File: config.mk
export PLATFORM = sky130hd
export DESIGN_NAME = bcd_counter_n
export DESIGN_NICKNAME = d
export VERILOG_FILES = /design/src/rtl/bcd_pkg.sv /design/src/rtl/bcd_digit.sv /design/src/rtl/bcd_counter_n.sv
export SDC_FILE = /design/constraint.sdc
export NUM_CORES = 1
export LEC_CHECK = 0
export BUFFER_PORTS_ARGS = -buffer_cell sky130_fd_sc_hd__buf_2
export CAP_MARGIN = 5
export CORE_MARGIN = 10
export CORE_UTILIZATION = 55
export CTS_CLUSTER_SIZE = 8
export DETAILED_ROUTE_END_ITERATION = 12
export GPL_TIMING_DRIVEN = 0
export PLACE_DENSITY_LB_ADDON = 0.2
export SYNTH_ARGS = -nofsm -noshare
export SYNTH_HDL_FRONTEND = slang
export SYNTH_SLANG_ARGS = --single-unit
File: constraint.sdc
create_clock -name clk -period 2.75 [get_ports clk]
set_input_delay 0.275 -clock clk [delete_from_list [all_inputs] [get_ports clk]]
set_output_delay 0.275 -clock clk [all_outputs]
set_load 0.05 [all_outputs]
File: src/rtl/bcd_pkg.sv
// Shared BCD digit type, decade limits and digit validation helper for the
// multi-digit BCD counter.
package bcd_pkg;

  localparam logic [3:0] BCD_MAX = 4'd9;
  localparam logic [3:0] BCD_MIN = 4'd0;

  typedef logic [3:0] bcd_digit_t;

  function automatic logic is_bcd(input bcd_digit_t digit);
    return (digit <= BCD_MAX);
  endfunction

endpackage

File: src/rtl/bcd_digit.sv
// One decade stage: holds a single BCD digit, steps up or down when told to,
// and flags when it sits at the rollover limit for the current direction.
module bcd_digit
  import bcd_pkg::*;
(
  input  logic       clk,
  input  logic       rst,
  input  logic       load,
  input  bcd_digit_t load_d,
  input  logic       step,
  input  logic       up,
  output bcd_digit_t q,
  output logic       at_limit
);

  bcd_digit_t q_next;

  assign at_limit = up ? (q == BCD_MAX) : (q == BCD_MIN);

  always_comb begin
    q_next = q;
    if (load) begin
      // Non-BCD load digits are forced to zero so the stage never holds >9.
      q_next = is_bcd(load_d) ? load_d : BCD_MIN;
    end else if (step) begin
      if (up) begin
        q_next = (q >= BCD_MAX) ? BCD_MIN : q + 4'd1;
      end else begin
        q_next = (q == BCD_MIN) ? BCD_MAX : q - 4'd1;
      end
    end
  end

  always_ff @(posedge clk) begin
    if (rst) begin
      q <= BCD_MIN;
    end else begin
      q <= q_next;
    end
  end

endmodule

File: src/rtl/bcd_counter_n.sv
// DIGITS-wide BCD up/down counter with validated parallel load, terminal
// count, wrap pulse and load error pulse. Define BCD_CNT_SAT_EN to saturate
// at the range ends instead of wrapping.
module bcd_counter_n
  import bcd_pkg::*;
#(
  parameter int DIGITS = 4
) (
  input  logic                clk,
  input  logic                rst,
  input  logic                en,
  input  logic                up,
  input  logic                load,
  input  logic [4*DIGITS-1:0] load_val,
  output logic [4*DIGITS-1:0] count,
  output logic                tc,
  output logic                wrap,
  output logic                load_err
);

  logic [DIGITS-1:0] at_limit;
  logic [DIGITS-1:0] step;
  logic [DIGITS:0]   chain;
  logic              all_limit;
  logic              advance;
  logic              bad_digit;

  // chain[i] is high when every digit below i is at its limit, so digit i
  // moves on this edge; the whole carry is resolved combinationally.
  assign chain[0]  = 1'b1;
  assign all_limit = chain[DIGITS];
  assign tc        = all_limit;

`ifdef BCD_CNT_SAT_EN
  assign advance = en & ~load & ~all_limit;
`else
  assign advance = en & ~load;
`endif

  for (genvar i = 0; i < DIGITS; i++) begin : g_digit
    assign chain[i+1] = chain[i] & at_limit[i];
    assign step[i]    = advance & chain[i];

    bcd_digit u_digit (
      .clk      (clk),
      .rst      (rst),
      .load     (load),
      .load_d   (load_val[4*i +: 4]),
      .step     (step[i]),
      .up       (up),
      .q        (count[4*i +: 4]),
      .at_limit (at_limit[i])
    );
  end

  always_comb begin
    bad_digit = 1'b0;
    for (int i = 0; i < DIGITS; i++) begin
      if (!is_bcd(load_val[4*i +: 4])) begin
        bad_digit = 1'b1;
      end
    end
  end

  always_ff @(posedge clk) begin
    if (rst) begin
      wrap     <= 1'b0;
      load_err <= 1'b0;
    end else begin
      load_err <= load & bad_digit;
`ifdef BCD_CNT_SAT_EN
      wrap     <= 1'b0;
`else
      wrap     <= advance & all_limit;
`endif
    end
  end

endmodule
==> results of run 1 <==
per-stage QoR:
step / instance area, um^2 / hold slack, ns / util [%] / total power [mW]
2_1_floorplan: 1820 / 0.437 / - / 0.581
3_3_place_gp: 2060 / 0.514 / 66.3 / 0.667
3_5_place_dp: 2060 / 0.538 / 66.3 / 0.670
4_1_cts: 2090 / 0.214 / 67.5 / 0.848
5_1_grt: 2110 / 0.211 / 67.9 / 0.905
6_report: 2110 / 0.207 / 67.9 / 0.858
layout make-up:
| type | count | area, um^2 |
|---|---|---|
| Multi-Input combinational cell | 179 | 1310 |
| Fill cell | 292 | 997 |
| Sequential cell | 18 | 360 |
| Timing Repair Buffer | 36 | 180 |
| Inverter | 23 | 86.3 |
| Buffer | 17 | 76.3 |
| Tap cell | 44 | 55.1 |
| Clock buffer | 4 | 36.3 |
cells in the mapped netlist, types with 3 or more instances:
cell type / instances
xnor2_1: 3
nor2_1: 17
a211oi_1: 8
o21ai_0: 13
buf_2: 4
nand2b_1: 3
nor4b_1: 3
nor3_1: 7
a21oi_1: 18
ha_1: 16
nor2b_1: 4
a31oi_1: 6
clkbuf_1: 9
nor3b_1: 7
o211ai_1: 3
a2111oi_0: 3
nand3_1: 4
inv_1: 22
dfxtp_1: 18
nand2_1: 10
buf_1: 3
a311oi_1: 4
nand4b_1: 3
o221ai_1: 3
a221oi_1: 3
report_power, final:
part | total [mW] | internal [mW] | leakage [nW] | switching (mW)
clock network | 0.184 | 0.0809 | 0.0210 | 0.103
registers | 0.303 | 0.279 | 0.149 | 0.0239
logic | 0.371 | 0.133 | 0.699 | 0.238
total | 0.858 | 0.493 | 0.869 | 0.365
worst reg2reg max path: stages, from the launching register on:
cell and delay (ns):
dfxtp_1 0.54, inv_1 0.13, ha_1 0.25, nor3b_1 0.16, o21ai_0 0.44, o21ai_0 0.17, a221oi_1 0.32, a211oi_1 0.08
kinds of logic (layout without fill, tap and decap cells):
family	Yosys count	in the layout	synth area share, %
AO/OA/AOI/OAI	83	83	33.1
AND/OR/NAND/NOR	76	76	25.1
buffers and inverters	40	80	8.97
flip-flops	18	18	19.9
adder cells (fa/ha/maj)	16	16	11.0
XOR/XNOR	3	3	1.45
multiplexers	1	1	0.552
cell usage in the layout (no fill, tap or decap), types with 2 or more instances in the layout:
| cell | n |
|---|---|
| a2111oi_0 | 3 |
| a211oi_1 | 8 |
| a21oi_1 | 18 |
| a221oi_1 | 3 |
| a311oi_1 | 4 |
| a31oi_1 | 6 |
| a32o_1 | 2 |
| and3_1 | 2 |
| and4b_1 | 2 |
| buf_1 | 3 |
| buf_2 | 40 |
| clkbuf_1 | 9 |
| clkbuf_4 | 3 |
| dfxtp_1 | 18 |
| ha_1 | 16 |
| inv_1 | 22 |
| nand2_1 | 10 |
| nand2b_1 | 3 |
| nand3_1 | 4 |
| nand4b_1 | 3 |
| nor2_1 | 17 |
| nor2b_1 | 4 |
| nor3_1 | 7 |
| nor3b_1 | 7 |
| nor4_1 | 2 |
| nor4b_2 | 2 |
| o211ai_1 | 3 |
| o21a_1 | 2 |
| o21ai_0 | 13 |
| o21bai_1 | 2 |
| o221ai_1 | 3 |
| o2bb2ai_1 | 2 |
| o31a_1 | 2 |
| o31ai_1 | 2 |
| o41ai_1 | 2 |
| or3_1 | 2 |
| or3b_2 | 2 |
| xnor2_1 | 3 |
state kept, by name, summed over array words and instances, names as in the netlist:
signal and cells:
g_digit.u_digit.q 16, load_err 1, wrap 1
per-layer routing:
metal / up-vias / wire length [um]
met5: - / 0
met1: 952 / 2380
met2: 81 / 2450
met4: 0 / 55
met3: 7 / 319
li1: 978 / -
timing repair:
| action | 4_1_cts | 5_1_grt |
|---|---|---|
| endpoints found under the setup margin | 0 | 1 |
| buffers inserted | 0 | 0 |
| endpoints found under the hold margin | 0 | 0 |
| gates resized for setup | 0 | 2 |
| hold buffers | 0 | 0 |
worst max-delay path by stage:
stage	slack, ns	end	depth (start not counted)	start
2_1_floorplan	0.25	wrap	6	g_digit[1].u_digit.q[1]
3_3_place_gp	0.43	tc	6	g_digit[0].u_digit.q[0]
3_5_place_dp	0.41	tc	6	g_digit[0].u_digit.q[0]
4_1_cts	0.04	tc	6	g_digit[0].u_digit.q[0]
5_1_grt	0.01	tc	6	g_digit[1].u_digit.q[0]
6_report	0.1	tc	6	g_digit[1].u_digit.q[0]
==> impl_metrics.env, run 1 <==
export IMPL_synth_cells=237
export IMPL_skew_ns=0.00742
export IMPL_yosysTopAreaCellShare_pct=19.9
export IMPL_synthArstFlopShare_pct=0
export IMPL_finalHoldViolCount=0
export IMPL_hold_depth=3
export IMPL_cts_root_buf="clkbuf_4"
export IMPL_worstPathCellList="inv_1, ha_1, or4b_4, o2bb2a_4, nor4b_4, buf_2"
export IMPL_timing_slew_headroom_pct=65.6
export IMPL_yosysSeqAreaShare_pct=19.9
export IMPL_reg2regPathDepth=7
export IMPL_synth_nets=274
export IMPL_boundaryPins=40
export IMPL_top_usage_layer="met2"
export IMPL_cp_required_ns=2.48
export IMPL_tightest_slew_ns=0.510
export IMPL_use_met1_pct=21.5
export IMPL_use_met2_pct=28.7
export IMPL_globalRouteOverflowTotal=0
export IMPL_endpoint_kind="output port"
export IMPL_crit_family="simple AND/OR/NAND/NOR gates"
export IMPL_portBuffers=36
export IMPL_drc=0
export IMPL_rsz0062_at_grt="false"
export IMPL_min_from="load_val[4]"
export IMPL_grt_first_pass_wirelength_um=8850
export IMPL_coreArea_um2=3100
export IMPL_cts_made_buffers=3
export IMPL_final_cells=321
export IMPL_ys_top_cells_by_area="dfxtp_1 20%, ha_1 11%, a21oi_1 5.0%, inv_1 4.6%, o21ai_0 3.6%"
export IMPL_critPathArrivalTime_ns=2.38
export IMPL_grtUsageTotal_pct=16.9
export IMPL_layout_drive_gt1_share_pct=20.9
export IMPL_whs_endpoint="g_digit[1].u_digit.q[0]"
export IMPL_clock_latency_ns=0.32
export IMPL_slew_viol_final=0
export IMPL_detailedRoute_firstPassIterationCount=4
export IMPL_dp_slack_ns=0.406
export IMPL_critical_path_max_stage_delay_ns=0.52
export IMPL_synth_cell_types=56
export IMPL_synth_ff_type="dfxtp_1"
export IMPL_path_buf_inv=2
export IMPL_fmax_ghz=0.377
export IMPL_yosys_area_top_type="dfxtp_1"
export IMPL_critical_path_slowest_cell="or4b_4"
export IMPL_ys_warn_count=0
export IMPL_max_vdd_ir_drop_mv=0.199
export IMPL_placed_cells=317
export IMPL_start_kind="flip-flop"
export IMPL_grt_max_degree=11
export IMPL_syn_to_final_growth_pct=16.1
export IMPL_grt_pass1_vias=1905
export IMPL_clk_pin_slew_ns=0.13
export IMPL_antenna_left=0
export IMPL_synth_seq_cells=18
export IMPL_dieHeight_um=77.4
export IMPL_grt_use_met3_pct=3.46
export IMPL_vias=2018
export IMPL_tns_ns=0
export IMPL_vias_per_cell=6.29
export IMPL_rr_endpoint="g_digit[0].u_digit.q[3]"
export IMPL_path_class="flip-flop to output port"
export IMPL_dieArea_um2=5990
export IMPL_drt_total_wl_um=5200
export IMPL_routedWlPerCell_um=16.2
export IMPL_synth_area_per_cell_um2=7.65
export IMPL_maxCapViolCount=0
export IMPL_routabilityCongestion=0.924
export IMPL_cts_buffer_depth=2
export IMPL_antenna_found_initial=0
export IMPL_p_leak_nw=0.869
export IMPL_crit_fanout=8
export IMPL_initial_core_util_pct=58.4
export IMPL_r2r_start="g_digit[0].u_digit.q[0]"
export IMPL_status="complete, no violations"
export IMPL_syn_area_um2=1810
export IMPL_cts_tree="yes"
export IMPL_regToRegSetupSlack_ns=0.55
export IMPL_die_width_um=77.4
export IMPL_n_antenna_cell=0
export IMPL_dpl_hpwl_um=3830
export IMPL_finalWorstSetupSlack_ns=0.0986
export IMPL_dr_first_iter_drc_count=255
export IMPL_nets=315
export IMPL_power_per_cell_area_nw_per_um2=408
export IMPL_placementRows=20
export IMPL_setup_viol=0
export IMPL_fin_crit_ns=2.65
export IMPL_hold_path_class="primary input to flip-flop"
export IMPL_htree_levels=1
export IMPL_min_period_over_period_pct=96.4
export IMPL_synth_edff_count=0
export IMPL_clock_sinks=18
Note: power is estimated with default switching activity, not from simulation.
==> run 2, diff against run 1 <==
ABC_AREA = 1   (was default)
==> run 2 against run 1 <==
Sequential share of layout area is 0.31 points higher. Hold slack lost 0.012 ns. Non-clock buffer count is 4 lower. Global-route usage is 0.68 points lower. Largest cell class unchanged.
==> impl_metrics.env, run 2 <==
export IMPL_coreArea_um2=3080
export IMPL_rr_endpoint="g_digit[2].u_digit.q[3]"
export IMPL_fillers=298
export IMPL_switchingPower_mw=0.396
export IMPL_cts_resized=0
export IMPL_skew_ns=0.00810
export IMPL_p_sw_share_pct=44.4
export IMPL_fin_util_pct=67.2
export IMPL_use_met1_pct=19.9
export IMPL_ys_top_cells_by_area="dfxtp_1 20%, nand2_1 13%, ha_1 11%, nand3_1 11%, nor2_1 7.1%"
export IMPL_rsz0062_at_grt="false"
export IMPL_grt_pass1_vias=1884
export IMPL_largest_register_ffs=16
export IMPL_synth_area_per_cell_um2=6.16
export IMPL_cts_tree="yes"
export IMPL_initial_core_util_pct=58.0
export IMPL_ys_top_cells_by_count="61 x nand2_1, 38 x nand3_1, 34 x nor2_1"
export IMPL_crit_fanout=7
export IMPL_placementRows=20
export IMPL_whs_endpoint="g_digit[1].u_digit.q[3]"
export IMPL_use_met2_pct=27.3
export IMPL_dpl_instance_area_um2=2030
export IMPL_portBuffers=38
export IMPL_die_width_um=77.0
export IMPL_dieHeight_um=77.0
export IMPL_grt_use_met3_pct=3.26
export IMPL_dpl_hpwl_um=3760
export IMPL_drc=0
export IMPL_synth_ff_type="dfxtp_1"
export IMPL_cts_made_buffers=3
export IMPL_power_per_cell_area_nw_per_um2=430
export IMPL_top_usage_layer="met2"
export IMPL_final_common_cell="nand2_1"
export IMPL_slew_viol_final=0
export IMPL_top_register="g_digit.u_digit.q"
export IMPL_tns_ns=0
export IMPL_path_class="flip-flop to output port"
export IMPL_cp_required_ns=2.48
export IMPL_fin_crit_ns=2.12
export IMPL_cts_root_buf="clkbuf_4"
export IMPL_tightest_slew_ns=0.432
export IMPL_timing_slew_headroom_pct=71.2
export IMPL_reg2regPathDepth=8
export IMPL_drt_total_wl_um=4780
export IMPL_final_cells=376
export IMPL_cts_hold_buf=0
export IMPL_endpoint_kind="output port"
export IMPL_p_total_mw=0.890
export IMPL_cts_buffer_depth=2
export IMPL_routabilityCongestion=0.911
export IMPL_p_clk_share_pct=20.0
export IMPL_dieArea_um2=5930
export IMPL_vias_per_cell=5.36
export IMPL_clock_sinks=18
export IMPL_setup_viol=0
export IMPL_post_cts_setup_buffer_count=0
export IMPL_yosysMostFrequentCell="nand2_1"
export IMPL_min_period_over_period_pct=77.1
export IMPL_max_vdd_ir_drop_mv=0.238
export IMPL_synth_seq_cells=18
export IMPL_hold_path_class="primary input to flip-flop"
export IMPL_n_antenna_cell=0
export IMPL_grt_first_pass_wirelength_um=8370
export IMPL_hold_depth=2
export IMPL_min_from="rst"
export IMPL_syn_area_um2=1790
export IMPL_antenna_found_initial=0
export IMPL_syn_to_final_growth_pct=15.8
export IMPL_regToRegSetupSlack_ns=1.16
export IMPL_seqPwrFrac_pct=35.0
export IMPL_maxCapViolCount=0
export IMPL_status="complete, no violations"
export IMPL_finalInstanceArea_um2=2070
export IMPL_ys_warn_count=0
export IMPL_clock_latency_ns=0.31
export IMPL_vias=2016
export IMPL_antenna_left=0
export IMPL_grt_max_degree=11
export IMPL_synthArstFlopShare_pct=0
export IMPL_r2r_start="g_digit[1].u_digit.q[0]"
export IMPL_reg_largest_list="g_digit.u_digit.q x16, load_err x1, wrap x1"
export IMPL_synth_cell_types=31
export IMPL_synth_cells=290
export IMPL_p_leak_nw=1.10
export IMPL_grtUsageTotal_pct=16.3
export IMPL_boundaryPins=40
export IMPL_start_kind="flip-flop"
export IMPL_finalHoldViolCount=0
export IMPL_yosys_area_top_type="dfxtp_1"
export IMPL_dr_first_iter_drc_count=147
export IMPL_final_cell_mix="61 x nand2_1, 45 x buf_2, 38 x nand3_1"
export IMPL_globalRouteOverflowTotal=0
export IMPL_critPathArrivalTime_ns=1.85
export IMPL_routedWlPerCell_um=12.7
export IMPL_yosysTopAreaCellShare_pct=20.2
export IMPL_fmax_ghz=0.471
export IMPL_layout_drive_gt1_share_pct=19.0
export IMPL_synth_edff_count=0
export IMPL_clk_pin_slew_ns=0.12
export IMPL_synth_nets=327
export IMPL_placed_cells=372
export IMPL_htree_levels=1
export IMPL_yosysSeqAreaShare_pct=20.2
export IMPL_detailedRoute_firstPassIterationCount=5
export IMPL_intPower_mw=0.495
export IMPL_nets=370
export IMPL_pwr_share_comb_pct=45.0
-- run 2: cell types whose count changed in the layout (fill, tap and decap cells not counted), moves of 6 or more --
cell      delta
a211oi_1     -8
o21ai_0     +11
clkbuf_1     -8
nand3_1     +34
inv_1       +10
nor2_1      +17
nor3b_1      -7
nand2_1     +51
nor3_1       -6
-- run 2: layout make-up --
| cell class | instances | area (um^2) | share of cell area, % |
|---|---|---|---|
| Multi-Input combinational cell | 228 | 1240 | 60.0 |
| Timing Repair Buffer | 38 | 190 | 9.20 |
| Buffer | 11 | 62.6 | 3.02 |
| Clock buffer | 4 | 36.3 | 1.75 |
| Sequential cell | 18 | 360 | 17.4 |
| Tap cell | 44 | 55.1 | 2.66 |
| Inverter | 33 | 124 | 5.99 |
-- run 2: worst max path at each step --
| stage | from | to | slack, ns |
|---|---|---|---|
| floorplan | g_digit[0].u_digit.q[0] | wrap | 0.43 |
| global placement | g_digit[0].u_digit.q[0] | tc | 0.99 |
| detailed placement | g_digit[0].u_digit.q[0] | tc | 0.97 |
| CTS | g_digit[0].u_digit.q[0] | tc | 0.62 |
| global route | g_digit[0].u_digit.q[0] | tc | 0.47 |
| finish | g_digit[0].u_digit.q[0] | tc | 0.63 |
-- run 2: through the flow --
step	hold slack (ns)	worst slack, ns
3_5_place_dp	0.536	0.973
3_3_place_gp	0.534	0.990
2_1_floorplan	0.344	0.433
5_1_grt	0.195	0.472
4_1_cts	0.196	0.624
6_report	0.195	0.629
-- run 2: layer usage --
| layer | up-vias | share of wire (%) |
|---|---|---|
| li1 | 1044 | - |
| met1 | 890 | 44 |
| met2 | 74 | 47 |
| met3 | 8 | 7.6 |
| met4 | 0 | 1.8 |
| met5 | - | 0 |
-- run 2: critical path, stage by stage, from the launching register on --
cell and delay [ns]:
dfxtp_1 0.40, inv_1 0.15, ha_1 0.25, nand3_2 0.11, nand2_2 0.12, nand3_1 0.10
nor2_1 0.14, buf_2 0.28
-- run 2: logic make-up after synthesis --
| kind of cell | count (synthesis) | synth area share [%] |
|---|---|---|
| xor+xnor | 7 | 3.43 |
| compound gates | 53 | 16.5 |
| buf+inv | 44 | 10.4 |
| simple gates | 152 | 38.3 |
| fa+ha+maj | 16 | 11.2 |
| flops | 18 | 20.2 |
-- run 2: power groups by stage --
| stage | Clock (mW) | Sequential (mW) | Combinational, mW |
|---|---|---|---|
| floorplan | 0 | 0.386 | 0.234 |
| global placement | 0 | 0.316 | 0.394 |
| detailed placement | 0 | 0.317 | 0.398 |
| CTS | 0.181 | 0.311 | 0.400 |
| global route | 0.191 | 0.316 | 0.453 |
| finish | 0.178 | 0.312 | 0.401 |
